## config.mk

```make
export PLATFORM = sky130hd
export DESIGN_NAME = serial_min3_tx
export DESIGN_NICKNAME = d
export VERILOG_FILES = /design/src/rtl/serial_min3_pkg.sv /design/src/rtl/piso_lane.sv /design/src/rtl/serial_min3_tx.sv
export SDC_FILE = /design/constraint.sdc
export NUM_CORES = 1
export LEC_CHECK = 0
export ABC_AREA = 1
export BUFFER_PORTS_ARGS = -buffer_cell sky130_fd_sc_hd__buf_2
export CAP_MARGIN = 20
export CORE_UTILIZATION = 58
export DETAILED_ROUTE_END_ITERATION = 10
export GPL_ROUTABILITY_DRIVEN = 0
export MAX_ROUTING_LAYER = met4
export PLACE_DENSITY = 0.85
export SYNTH_ARGS = -nofsm -noshare
export SYNTH_HDL_FRONTEND = slang
export SYNTH_SLANG_ARGS = --single-unit
```

## constraint.sdc

```tcl
create_clock -name clk -period 2.2 [get_ports clk]
set_input_delay 0.44 -clock clk [delete_from_list [all_inputs] [get_ports clk]]
set_output_delay 0.44 -clock clk [all_outputs]
set_load 0.01 [all_outputs]
```

## src/rtl/serial_min3_pkg.sv

```systemverilog
// Shared types and constants for the bit-serial minimum-of-three transmit path.
//
// Contents:
//   state_t        - transmitter FSM state (IDLE, SHIFT, GAP)
//   DEFAULT_WIDTH  - default operand width in bits (and beats per frame)
//   FRAMES_W       - width of the completed-frame counter
//   GAP_CNT_W      - width of the inter-frame gap counter (holds up to 15)
package serial_min3_pkg;

    typedef enum logic [1:0] {
        IDLE,
        SHIFT,
        GAP
    } state_t;

    localparam int unsigned DEFAULT_WIDTH = 8;
    localparam int unsigned FRAMES_W      = 8;
    localparam int unsigned GAP_CNT_W     = 4;

endpackage

```

## src/rtl/piso_lane.sv

```systemverilog
// Parallel-in serial-out lane register, MSB first.
//
// Ports:
//   clk    in   clock, rising edge
//   rst    in   synchronous active-high reset, clears the register
//   load   in   capture din (takes priority over shift)
//   shift  in   shift left by one, filling with 0
//   din    in   WIDTH-bit parallel operand
//   dout   out  current MSB of the register
//
// Zero fill means the register is empty once all WIDTH bits have gone out,
// so dout is 0 whenever no frame is in flight without any extra gating.
module piso_lane
    import serial_min3_pkg::*;
#(
    parameter int unsigned WIDTH = DEFAULT_WIDTH
) (
    input  logic             clk,
    input  logic             rst,
    input  logic             load,
    input  logic             shift,
    input  logic [WIDTH-1:0] din,
    output logic             dout
);

    logic [WIDTH-1:0] sr;

    always_ff @(posedge clk) begin
        if (rst) begin
            sr <= '0;
        end else if (load) begin
            sr <= din;
        end else if (shift) begin
            sr <= {sr[WIDTH-2:0], 1'b0};
        end
    end

    assign dout = sr[WIDTH-1];

endmodule

```

## src/rtl/serial_min3_tx.sv

```systemverilog
// Transmit side of the bit-serial minimum-of-three interface.
//
// Accepts a parallel triple (a, b, c) on a valid/ready handshake and shifts the
// three operands out MSB-first on three 1-bit lanes, one bit per beat, with a
// per-beat valid/ready handshake and first/last markers. After each frame the
// block idles for GAP_CYCLES cycles before it accepts the next triple.
//
// Ports:
//   clk          in   clock, rising edge
//   rst          in   synchronous active-high reset
//   in_valid     in   parallel triple offered
//   in_ready     out  block can accept a triple (combinational: IDLE and not rst)
//   a, b, c      in   WIDTH-bit operands, sampled only at the accepting edge
//   ser_a/b/c    out  current bit of each lane, 0 when ser_valid is low
//   ser_valid    out  lane bits valid
//   ser_first    out  current beat is bit WIDTH-1
//   ser_last     out  current beat is bit 0
//   ser_ready    in   downstream consumes the current beat
//   busy         out  frame in SHIFT or GAP
//   frames_sent  out  completed frames, wraps modulo 256
module serial_min3_tx
    import serial_min3_pkg::*;
#(
    parameter int unsigned WIDTH      = DEFAULT_WIDTH,
    parameter int unsigned GAP_CYCLES = 1
) (
    input  logic                clk,
    input  logic                rst,
    input  logic                in_valid,
    output logic                in_ready,
    input  logic [WIDTH-1:0]    a,
    input  logic [WIDTH-1:0]    b,
    input  logic [WIDTH-1:0]    c,
    output logic                ser_a,
    output logic                ser_b,
    output logic                ser_c,
    output logic                ser_valid,
    output logic                ser_first,
    output logic                ser_last,
    input  logic                ser_ready,
    output logic                busy,
    output logic [FRAMES_W-1:0] frames_sent
);

    localparam int unsigned IDX_W = $clog2(WIDTH);
    localparam logic [IDX_W-1:0] IDX_MSB = IDX_W'(WIDTH - 1);
    localparam logic [IDX_W-1:0] IDX_ONE = IDX_W'(1);
    // Gap counter is loaded with GAP_CYCLES-1 and leaves GAP on reaching 0.
    localparam logic [GAP_CNT_W-1:0] GAP_LAST =
        GAP_CNT_W'((GAP_CYCLES == 0) ? 0 : GAP_CYCLES - 1);

    state_t               state;
    logic [IDX_W-1:0]     bit_idx;
    logic [GAP_CNT_W-1:0] gap_cnt;
    logic                 accept;
    logic                 beat_xfer;

    assign in_ready  = (state == IDLE) & ~rst;
    assign accept    = in_valid & in_ready;
    assign beat_xfer = ser_valid & ser_ready;

    piso_lane #(
        .WIDTH (WIDTH)
    ) u_lane_a (
        .clk   (clk),
        .rst   (rst),
        .load  (accept),
        .shift (beat_xfer),
        .din   (a),
        .dout  (ser_a)
    );

    piso_lane #(
        .WIDTH (WIDTH)
    ) u_lane_b (
        .clk   (clk),
        .rst   (rst),
        .load  (accept),
        .shift (beat_xfer),
        .din   (b),
        .dout  (ser_b)
    );

    piso_lane #(
        .WIDTH (WIDTH)
    ) u_lane_c (
        .clk   (clk),
        .rst   (rst),
        .load  (accept),
        .shift (beat_xfer),
        .din   (c),
        .dout  (ser_c)
    );

    always_ff @(posedge clk) begin
        if (rst) begin
            state       <= IDLE;
            bit_idx     <= '0;
            gap_cnt     <= '0;
            ser_valid   <= 1'b0;
            ser_first   <= 1'b0;
            ser_last    <= 1'b0;
            busy        <= 1'b0;
            frames_sent <= '0;
        end else begin
            unique case (state)
                IDLE: begin
                    if (accept) begin
                        state     <= SHIFT;
                        bit_idx   <= IDX_MSB;
                        ser_valid <= 1'b1;
                        ser_first <= 1'b1;
                        ser_last  <= 1'b0;
                        busy      <= 1'b1;
                    end
                end

                SHIFT: begin
                    // Without a transfer everything holds, which keeps the beat stable.
                    if (beat_xfer) begin
                        if (bit_idx == '0) begin
                            frames_sent <= frames_sent + 1'b1;
                            ser_valid   <= 1'b0;
                            ser_first   <= 1'b0;
                            ser_last    <= 1'b0;
                            if (GAP_CYCLES > 0) begin
                                state   <= GAP;
                                gap_cnt <= GAP_LAST;
                            end else begin
                                state   <= IDLE;
                                busy    <= 1'b0;
                            end
                        end else begin
                            bit_idx   <= bit_idx - 1'b1;
                            ser_first <= 1'b0;
                            ser_last  <= (bit_idx == IDX_ONE);
                        end
                    end
                end

                GAP: begin
                    if (gap_cnt == '0) begin
                        state <= IDLE;
                        busy  <= 1'b0;
                    end else begin
                        gap_cnt <= gap_cnt - 1'b1;
                    end
                end

                default: begin
                    state <= IDLE;
                    busy  <= 1'b0;
                end
            endcase
        end
    end

endmodule

```

==> flow_summary.json <==
{
  "outcome": "finished clean",
  "synth_edf_count": 0,
  "h-tree-depth": 2,
  "synthCells": 298,
  "path_buf_inv": 2,
  "wl_per_cell_um": 11.8,
  "slew_violations": 0,
  "grt_pass1_wl_um": 7850,
  "synth_warnings": 0,
  "clockBufferDepth": 2,
  "power.density_nw_per_um2": 712,
  "fin_hold_ws_ps": 370,
  "yosys-mux-area-fraction_pct": 0,
  "io_buffer_count": 43,
  "cts.sinks": 45,
  "yosysUniqueCellTypes": 25,
  "max_freq_mhz": 606,
  "cpPeakStageDelay_ps": 390,
  "synth_common_cells": "nand2_1 (84), dfxtp_1 (45), nor2_1 (32)",
  "synth-compound-area-share_pct": 15.1,
  "antenna_left": 0,
  "area_growth_pct": 16.5,
  "place_area_sq_um": 2430,
  "yosysSeqAreaShare_pct": 41.2,
  "ys_seq_elements": 45,
  "netlist_area_sq_um": 2190,
  "cap_violations": 0,
  "layout_min_cycle_time_ps": 1650,
  "finClkSkew_ps": 5.70,
  "postSynth.asyncResetShare_pct": 0,
  "period_share_pct": 75.0,
  "yosysTopAreaCell": "dfxtp_1",
  "rsz0062_at_grt": "false",
  "min-delay-start": "a[2]",
  "grt_max_degree": 33,
  "path_cells": "nor2_4 > inv_1 > nor2_1 > buf_2",
  "cp.depth": 4,
  "synth-adder-area-share_pct": 2.86,
  "start_kind": "flip-flop",
  "die_w_um": 63.4,
  "start_util_pct": 63.0,
  "die_h_um": 63.4,
  "cts_buffers": 5,
  "end_kind": "primary output",
  "cts_setup_buffers": 0,
  "worstPathArrival_ps": 1210,
  "hold_end": "u_lane_a.sr[2]",
  "routed_wl_um": 4570,
  "core_area_sq_um": 3470,
  "drive_gt1_share_pct": 21.3,
  "peakVddDrop_mv": 0.469,
  "critical_path_class": "reg2out",
  "dieArea_sq_um": 4020,
  "rows": 21,
  "critPathTopFamily": "flip-flops",
  "io_pins": 44,
  "drt_first_pass_iters": 4,
  "critPathMaxFanout": 5,
  "hold_depth": 2,
  "synth_nets": 331,
  "reg2reg_from": "ser_valid",
  "drcViolationCount": 0,
  "leakage_uw": 0.00132,
  "final_nets": 374,
  "synth_top_family_by_area": "simple AND/OR/NAND/NOR gates",
  "final_cell_area_sq_um": 2550,
  "crit-reg2reg-capture": "bit_idx[1]",
  "clkTransAtPathRegs_ps": 80,
  "ctsResizeCount": 0,
  "grt_pass1_vias": 1912,
  "setup_viol": 0,
  "n_antenna_cell": 0,
  "hpwlAfterDp_um": 3130,
  "max_slew_margin_pct": 78.0,
  "synth.area.top_cells": "dfxtp_1 (41%), nand2_1 (14%), o211a_1 (7.3%)",
  "cp.required_ps": 1760,
  "hold_path_class": "in2reg",
  "final-hold-violation-count": 0,
  "num_vias": 2013,
  "critical_path.slowest_cell": "dfxtp_1",
  "grt_usage_pct": 25.7,
  "yosysTopAreaCellShare_pct": 41.2,
  "synth-simple-area-share_pct": 31.7,
  "cts_tree": "done",
  "ctsHoldBuffers": 0,
  "rrSetupSlack_ps": 670,
  "via_per_inst": 5.19,
  "clk_latency_ps": 300,
  "timing.setup.tns_ps": 0,
  "gr-total-overflow": 0,
  "reg2regPathDepth": 7,
  "avgSynthCellArea_sq_um": 7.34,
  "worstMarginPinSlew_ps": 330,
  "dr.first_iter.drc_count": 137,
  "clockRootBuffer": "clkbuf_8",
  "synthFlopType": "dfxtp_1",
  "antenna_found_initial": 0,
  "post-synth-top-count-cell": "nand2_1",
  "synthXorXnorAreaFrac_pct": 1.20
}
-- state kept, by name (all words and copies together) (netlist names) --
signal and flops:
frames_sent 8, u_lane_a.sr 8, u_lane_b.sr 8, u_lane_c.sr 8, gap_cnt 4, bit_idx 3
state 2, busy 1, ser_first 1, ser_last 1, ser_valid 1
-- report_power, final --
group / total (uW) / switching, uW / internal, uW
sequential: 900 / 33.9 / 866
combinational: 269 / 158 / 111
clock: 646 / 276 / 370
total: 1810 / 468 / 1350
-- worst reg2reg max path, cell delays in order (launching register included) --
cell and delay [ps]:
dfxtp_1 370, nand2_1 90, buf_4 200, a21oi_1 280
nand2_1 190, nor2_2 170, nor2_1 60, nor2_1 120
-- worst max path at each step --
stage	startpoint	to
6_report	state[0]	in_ready
5_1_grt	ser_valid	bit_idx[1]
4_1_cts	state[0]	in_ready
3_5_place_dp	ser_ready	bit_idx[1]
3_3_place_gp	ser_ready	bit_idx[2]
2_1_floorplan	bit_idx[0]	gap_cnt[0]
-- per-layer routing --
| metal | global-route usage, % | up-vias | wire (um) |
|---|---|---|---|
| li1 | - | 1046 | - |
| met1 | 26.4 | 911 | 1940 |
| met2 | 47.3 | 46 | 2350 |
| met3 | 5.98 | 10 | 195 |
| met4 | 8.81 | 0 | 83 |
| met5 | - | - | 0 |
-- logic make-up (layout without fill, tap and decap cells) --
kind of cell | count (synthesis) | after routing
AO/OA/AOI/OAI | 49 | 49
adder cells (fa/ha/maj) | 5 | 5
buffers and inverters | 41 | 85
XOR/XNOR | 3 | 3
AND/OR/NAND/NOR | 155 | 155
flip-flops | 45 | 45
-- cells in the final DEF (no fill, tap or decap) --
master,n
dfxtp_1,45
o211a_1,16
nor2_2,5
o21ai_2,1
clkbuf_8,6
nand3_4,2
inv_2,6
nor3_1,5
inv_1,23
o21ai_1,6
nand3b_1,1
o21ai_0,11
nand2_1,84
a21oi_1,15
buf_4,5
nand4_1,3
xnor2_1,1
buf_2,43
clkbuf_1,1
xor2_1,2
bufinv_16,1
nand2_4,1
nor2_1,32
nand3_1,19
nor2_4,3
ha_1,5
-- stage by stage --
| step | std cells | power [uW] | utilization [%] | setup slack [ps] |
|---|---|---|---|---|
| finish | 388 | 1810 | 73.4 | 550 |
| global route | 388 | 1900 | 73.4 | 512 |
| detailed placement | 380 | 1190 | 70.1 | 577 |
| floorplan | 298 | 1110 | - | 928 |
| global placement | 380 | 1180 | 70.1 | 654 |
| CTS | 388 | 1820 | 73.4 | 578 |
-- layout make-up --
class	count	area (sq um)
clock buffer	7	86.3
clock inverter	1	30.0
fill	292	921
inverter	29	109
multi-input combinational	212	1110
sequential	45	901
tap	46	57.6
timing repair buffer	48	253
Power figures use the tool's default switching activity.
